### config.mk
export PLATFORM = sky130hd
export DESIGN_NAME = instruction_fetch_stage_flat
export DESIGN_NICKNAME = d
export VERILOG_FILES = /design/src/rtl/mips_pkg.sv /design/src/rtl/instruction_fetch_stage_if.sv /design/src/rtl/if_id_register.sv /design/src/rtl/instruction_fetch_stage.sv /design/src/flat_wrapper.sv
export SDC_FILE = /design/constraint.sdc
export NUM_CORES = 1
export LEC_CHECK = 0
export ABC_AREA = 1
export CORE_UTILIZATION = 45
export DETAILED_ROUTE_END_ITERATION = 8
export PLACE_DENSITY = 0.81
export SYNTH_ARGS = -nofsm -noshare
export SYNTH_HDL_FRONTEND = slang
export SYNTH_SLANG_ARGS = --single-unit
### constraint.sdc
create_clock -name clk -period 1.95 [get_ports clk]
set_input_delay 0.39 -clock clk [delete_from_list [all_inputs] [get_ports clk]]
set_output_delay 0.39 -clock clk [all_outputs]
set_load 0.01 [all_outputs]
### src/rtl/mips_pkg.sv
// Shared definitions for the 5-stage MIPS fetch path: word width, reset/NOP words,
// the IF/ID payload record and the word-alignment helper.
package mips_pkg;

  localparam int          WORD_W    = 32;
  localparam logic [31:0] NOP_INSTR = 32'h0000_0000;
  localparam logic [31:0] RESET_PC  = 32'h0000_0000;
  localparam int          PC_STEP   = 4;

  typedef struct packed {
    logic [WORD_W-1:0] pc;
    logic [WORD_W-1:0] instr;
    logic              valid;
  } if_id_t;

  function automatic logic [WORD_W-1:0] align_word(input logic [WORD_W-1:0] a);
    return {a[WORD_W-1:2], 2'b00};
  endfunction

endpackage

### src/rtl/instruction_fetch_stage_if.sv
// Fetch-stage signal bundle: hazard/branch controls, instruction-memory port and
// the IF/ID outputs toward decode.
interface instruction_fetch_stage_if;

  logic        Freeze;
  logic        Branch_Taken;
  logic [31:0] Branch_Address;
  logic [31:0] Address;
  logic [31:0] Instruction;
  logic [31:0] PC_ID;
  logic [31:0] Instruction_ID;
  logic        Valid_ID;

  modport master (
    input  Freeze, Branch_Taken, Branch_Address, Instruction,
    output Address, PC_ID, Instruction_ID, Valid_ID
  );

  modport slave (
    output Freeze, Branch_Taken, Branch_Address, Instruction,
    input  Address, PC_ID, Instruction_ID, Valid_ID
  );

endinterface

### src/rtl/if_id_register.sv
// IF/ID pipeline register: flush loads a bubble and wins over freeze, freeze holds.
module if_id_register
  import mips_pkg::*;
#(
  parameter logic [WORD_W-1:0] NOP_WORD = mips_pkg::NOP_INSTR
) (
  input  logic   clk,
  input  logic   rst_n,
  input  logic   i_flush,
  input  logic   i_freeze,
  input  if_id_t i_d,
  output if_id_t o_q
);

  if_id_t r_q;

  always_ff @(posedge clk or negedge rst_n) begin
    if (!rst_n) begin
      r_q.pc    <= '0;
      r_q.instr <= NOP_WORD;
      r_q.valid <= 1'b0;
    end else if (i_flush) begin
      r_q.pc    <= '0;
      r_q.instr <= NOP_WORD;
      r_q.valid <= 1'b0;
    end else if (!i_freeze) begin
      r_q <= i_d;
    end
  end

  assign o_q = r_q;

endmodule

### src/rtl/instruction_fetch_stage.sv
// Fetch stage: owns the PC, presents it as the instruction-memory address and
// captures the same-cycle instruction word into IF/ID.
module instruction_fetch_stage
  import mips_pkg::*;
#(
  parameter logic [31:0] RESET_PC  = mips_pkg::RESET_PC,
  parameter logic [31:0] NOP_INSTR = mips_pkg::NOP_INSTR,
  parameter int          PC_STEP   = mips_pkg::PC_STEP
) (
  input  logic                       clk,
  input  logic                       rst_n,
  instruction_fetch_stage_if.master  bus
);

  localparam logic [WORD_W-1:0] STEP = WORD_W'(PC_STEP);

  logic [WORD_W-1:0] r_pc;
  logic [WORD_W-1:0] w_pc_inc;
  if_id_t            w_if_id_d;
  if_id_t            w_if_id_q;

  // Wraps modulo 2^32 naturally from the fixed word width.
  assign w_pc_inc = r_pc + STEP;

  always_ff @(posedge clk or negedge rst_n) begin
    if (!rst_n) begin
      r_pc <= RESET_PC;
    end else if (bus.Branch_Taken) begin
      r_pc <= align_word(bus.Branch_Address);
    end else if (!bus.Freeze) begin
      r_pc <= w_pc_inc;
    end
  end

  assign w_if_id_d.pc    = w_pc_inc;
  assign w_if_id_d.instr = bus.Instruction;
  assign w_if_id_d.valid = 1'b1;

  if_id_register #(
    .NOP_WORD (NOP_INSTR)
  ) u_if_id (
    .clk      (clk),
    .rst_n    (rst_n),
    .i_flush  (bus.Branch_Taken),
    .i_freeze (bus.Freeze),
    .i_d      (w_if_id_d),
    .o_q      (w_if_id_q)
  );

  assign bus.Address        = r_pc;
  assign bus.PC_ID          = w_if_id_q.pc;
  assign bus.Instruction_ID = w_if_id_q.instr;
  assign bus.Valid_ID       = w_if_id_q.valid;

endmodule
### src/flat_wrapper.sv
// flat-port wrapper written by rule: the top's interface ports become plain ports
module instruction_fetch_stage_flat import mips_pkg::*;
#(
  parameter logic [31:0] RESET_PC  = mips_pkg::RESET_PC,
  parameter logic [31:0] NOP_INSTR = mips_pkg::NOP_INSTR,
  parameter int          PC_STEP   = mips_pkg::PC_STEP
)
  (clk, rst_n, bus_Freeze, bus_Branch_Taken, bus_Branch_Address, bus_Instruction, bus_Address, bus_PC_ID, bus_Instruction_ID, bus_Valid_ID);
  instruction_fetch_stage_if bus_i ();
  input  logic clk;
  input  logic rst_n;
  input wire logic [$bits(bus_i.Freeze)-1:0] bus_Freeze;
  input wire logic [$bits(bus_i.Branch_Taken)-1:0] bus_Branch_Taken;
  input wire logic [$bits(bus_i.Branch_Address)-1:0] bus_Branch_Address;
  input wire logic [$bits(bus_i.Instruction)-1:0] bus_Instruction;
  output wire logic [$bits(bus_i.Address)-1:0] bus_Address;
  output wire logic [$bits(bus_i.PC_ID)-1:0] bus_PC_ID;
  output wire logic [$bits(bus_i.Instruction_ID)-1:0] bus_Instruction_ID;
  output wire logic [$bits(bus_i.Valid_ID)-1:0] bus_Valid_ID;
  assign bus_i.Freeze = bus_Freeze;
  assign bus_i.Branch_Taken = bus_Branch_Taken;
  assign bus_i.Branch_Address = bus_Branch_Address;
  assign bus_i.Instruction = bus_Instruction;
  assign bus_Address = bus_i.Address;
  assign bus_PC_ID = bus_i.PC_ID;
  assign bus_Instruction_ID = bus_i.Instruction_ID;
  assign bus_Valid_ID = bus_i.Valid_ID;
  instruction_fetch_stage #(.RESET_PC(RESET_PC), .NOP_INSTR(NOP_INSTR), .PC_STEP(PC_STEP)) u_core (.clk(clk), .rst_n(rst_n), .bus(bus_i));
endmodule
After elaboration in Yosys (flattened, before gate mapping)

Index checks and enable logic that the tools add are counted.

Add/sub/neg operators: 1
Eq/ne operators: 1
Muxes and demuxes: 4

Operators by type and width:

| operator                                              | count |
|---|---|
| two-way mux 65 bit                                    | 2 |
| two-way mux 32 bit                                    | 2 |
| adder 32 x 3 -> 32 bit, second input constant         | 1 |
| inequality test 2 x 1 -> 1 bit, second input constant | 1 |

Register bits: 97

Depth between registers and ports, before layout

Word-level depth: 3
Gate-level depth with buffers: 9
Mapped depth without buffers: 9

Hierarchy

Synthesis repeated with hierarchy kept, for this count alone.

Cells, all modules: 646
Area, all modules: 4,941.0 µm²

By module, submodules not included:

| module                  | times used | seq. area each (µm²) | area each (µm²) | cells an instance |
|---|---|---|---|---|
| if_id_register          | 1          | 1,626.6              | 2,565.0         | 283 |
| instruction_fetch_stage | 1          | 750.7                | 2,376.0         | 363 |

Least setup slack after synthesis

No wires, ideal clock.

Path type: register -> register
Start point: register u_core.r_pc[3] (netlist: u_core.bus.Address[3])
End point: register u_core.r_pc[18] (netlist: u_core.bus.Address[18])
Arrival time: 1,318 ps
Data required time: 1,824 ps
Setup time: 126 ps
Slack: 505 ps
Cell stages (with the launch flop): 9
Clock period less this slack: 1,445 ps
Cells stage by stage: dfrtp_1 -> ha_1 -> nand2_1 -> nor2_2 -> nand2_4 -> nor2_4 -> nand2_1 -> nand3_1 -> nand3_1

Word-level cells in the longest chain between the ends: 3

RTL lines:

| element                | line                          | RTL |
|---|---|---|
| from (decl)            | instruction_fetch_stage.sv:17 | `logic [WORD_W-1:0] r_pc;` |
| from (signal assigned) | instruction_fetch_stage.sv:29 | `r_pc <= align_word(bus.Branch_Address);` |
| from (signal assigned) | instruction_fetch_stage.sv:31 | `r_pc <= w_pc_inc;` |
| adder 32 x 3 -> 32 bit | instruction_fetch_stage.sv:23 | `assign w_pc_inc = r_pc + STEP;` |
| two-way mux 32 bit     | instruction_fetch_stage.sv:30 | `end else if (!bus.Freeze) begin` |
| two-way mux 32 bit     | instruction_fetch_stage.sv:28 | `end else if (bus.Branch_Taken) begin` |

Every way passes these cells. The select of a mux whose other input is x is not followed.
A chain may end at the register's enable or synchronous reset.

Worst setup path after layout

Start point: register u_core.r_pc[7] (netlist: u_core.bus.Address[7])
End point: output bus_Address[7]

RTL lines:

| element   | line               | RTL |
|---|---|---|
| to (decl) | flat_wrapper.sv:16 | `output wire logic [$bits(bus_i.Address)-1:0] bus_Address;` |

No word-level cell between the ends.

==> impl_metrics.py <==
metrics = {
    "sta": {
        "final_hold_viol_count": 0,
        "setup_violations": 0,
        "fmax_mhz": 533,
        "rsz0062_at_grt": "false",
        "setup_ws_ns": 0.0745,
        "clock_skew_ns": 0.0108,
        "period_needed_ns": 1.88,
        "tns_ns": 0,
        "slew_viol_final": 0,
        "finalCritPeriodShare": 0.962,
    },
    "worst_setup_path": {
        "cp_max_fo": 8,
        "crit_chain": "clkdlybuf4s50_1",
        "reg2reg_depth": 8,
        "crit_family": "buffers and inverters",
        "arrival_ns": 1.49,
        "critPathKind": "reg -> out",
        "cp-end-kind": "primary output",
        "r2r-start": "u_core.bus.Address[3]",
        "worstPathBufferInverterCount": 1,
        "timing.rr.end": "u_core.bus.Address[18]",
        "slowest_delay_ns": 0.60,
        "cp_slowest_cell": "clkdlybuf4s50_1",
        "crit_path_start_kind": "register",
        "setup.reg_to_reg.worst_slack_ns": 0.28,
        "required_ns": 1.56,
    },
    "synth": {
        "synthCells": 531,
        "ys_warn_count": 0,
        "synth_area_um2": 4430,
        "yosysSeqAreaShare": 0.531,
        "ys.flop_type": "dfrtp_1",
        "synth_edf_count": 0,
        "yosysMostFrequentCell": "nand2_1",
        "synthDominantCellAreaShare": 0.531,
        "yosysTopAreaCell": "dfrtp_1",
        "syn_avg_cell_area_um2": 8.34,
        "async_reset_ff_frac": 1.00,
        "synth-seq-cells": 94,
        "yosys-top-cells-count": "195 x nand2_1, 94 x dfrtp_1, 48 x nand3_1",
        "synth.area.top_cells": "dfrtp_1 53%, nand2_1 17%, a22o_1 6.3%, nand3_1 5.4%, inv_1 3.7%",
        "ys_types": 27,
    },
    "floorplanning": {
        "die_y_um": 101,
        "core_area_um2": 9370,
        "num_io_pins": 165,
        "num_rows": 35,
        "start_util": 0.472,
        "dieArea_um2": 10200,
        "fp.dieW_um": 101,
    },
    "route": {
        "via_count": 4134,
        "drtAntennaViolNets": 0,
        "dr.pass1.iters": 4,
        "wl_per_cell_um": 15.0,
        "drt-total-wl_um": 12400,
        "drt_iter0_markers": 221,
        "routed_via_density": 5.00,
        "route.detailed.drc": 0,
    },
    "clock_network": {
        "clock-sinks": 94,
        "htreeDepth": 3,
        "clockBufferDepth": 2,
        "cts_buffers": 9,
        "clkTransAtPathRegs_ns": 0.10,
        "post_cts.repair.setup_buffers": 0,
        "cts_root_buf": "clkbuf_8",
        "hold_buffers": 1,
        "cts_tree": "built",
        "clk_latency_ns": 0.35,
        "cts.repair.resized": 0,
    },
    "power_and_ir_drop": {
        "total_power_mw": 4.54,
        "ir_worst_vdd_mv": 0.378,
        "leakage_nw": 3.02,
        "powerDensity_nw_per_um2": 708,
    },
    "flow_run": {
        "drv_cap": 0,
    },
    "placement": {
        "dp_hpwl_um": 9390,
        "portBuffers": 160,
        "globalplace.congestion": 0.950,
        "dp_worst_setup_slack_ns": 0.118,
    },
    "final_layout": {
        "drive_gt1_frac": 0.0759,
        "area_delta_synth_final_pct": 45.0,
        "num_antenna_cells": 0,
        "layout.nets": 762,
    },
    "grt": {
        "grt_max_degree": 37,
        "grt.total_usage": 0.254,
        "grt_pass1_wl_um": 20300,
        "overflow": 0,
        "antenna_found_initial": 0,
        "grt_pass1_vias": 4248,
    },
    "status": {
        "status": "finished, final reports clean",
    },
    "worst_hold_path": {
        "hp-class": "in -> async",
    },
}
metrics by stage:
| step | instances | cell area, um2 | utilization | hold WS [ns] |
|---|---|---|---|---|
| after floorplan | 532 | 4430 | - | 0.0944 |
| after global placement | 810 | 6200 | 0.662 | 0.323 |
| after detailed placement | 810 | 6200 | 0.662 | 0.327 |
| after CTS | 827 | 6420 | 0.685 | 0.483 |
| after global routing | 827 | 6420 | 0.685 | 0.512 |
| final | 827 | 6420 | 0.685 | 0.474 |
registers in the layout, indices dropped and copies added, names as in the netlist:
signal,cells
u_core.u_if_id.o_q,64
u_core.bus.Address,30
cells by family (layout without fill, tap and decap cells):
family                     after synthesis  in the layout  synth area share
AOI/OAI and AO/OA                       65             65             0.105
adders and majority gates                1              1           0.00283
buffers and inverters                   67            233            0.0636
DFF                                     94             94             0.531
other                                    1              2          0.000847
and+or+nand+nor                        303            303             0.297
worst max path at each step:
| stage | start | end | slack (ns) | cells after the start |
|---|---|---|---|---|
| 4_1_cts | u_core.bus.Address[7] | bus_Address[7] | 0.06 | 1 |
| 3_3_place_gp | bus_Branch_Taken | u_core.u_if_id.o_q[18] | 0.17 | 4 |
| 3_5_place_dp | bus_Branch_Taken | u_core.bus.Address[24] | 0.12 | 6 |
| 6_report | u_core.bus.Address[7] | bus_Address[7] | 0.07 | 1 |
| 2_1_floorplan | u_core.bus.Address[3] | u_core.bus.Address[18] | 0.51 | 8 |
| 5_1_grt | u_core.bus.Address[7] | bus_Address[7] | 0.02 | 1 |
report_power, final:
group          total [mW]  internal (mW)  switching [mW]  leakage [nW]
combinational       0.927          0.500           0.427          1.69
sequential           2.24           2.09           0.149          1.22
clock                1.37          0.623           0.752         0.108
placed cells by master (no fill, tap or decap):
cell type and instances:
dlygate4sd3_1 1, a31oi_1 1, a21oi_1 4, nand2_2 4, o211ai_1 2, ha_1 1, buf_4 10, nand3b_1 1
clkinv_4 3, or2_2 1, clkbuf_8 9, buf_12 2, o21ai_0 21, dfrtp_1 94, nor2_4 8, bufinv_16 1
conb_1 2, o21bai_1 5, clkdlybuf4s50_1 159, inv_8 2, nand3_2 2, nor2_1 32, nor2_2 7, inv_2 1
a22o_1 32, nand2_1 195, nand3_1 48, nand2_4 2, inv_6 1, nand4_1 1, and2_1 2, inv_1 44
final cells by class:
class                           instances  area, um2
Clock inverter                          7       87.6
Clock buffer                            9        124
Fill cell                             808       2950
Multi-Input combinational cell        371       1810
Sequential cell                        94       2350
Timing Repair Buffer                  172       1720
Tap cell                              129        161
Inverter                               45        169
per-layer routing:
layer,GRT usage,up-vias,part of all wire
met5,0,-,0
li1,-,2023,-
met4,0.0858,0,0.015
met2,0.425,121,0.50
met3,0.0393,15,0.049
met1,0.340,1975,0.44
No activity file was read; power rests on OpenSTA's default activity.
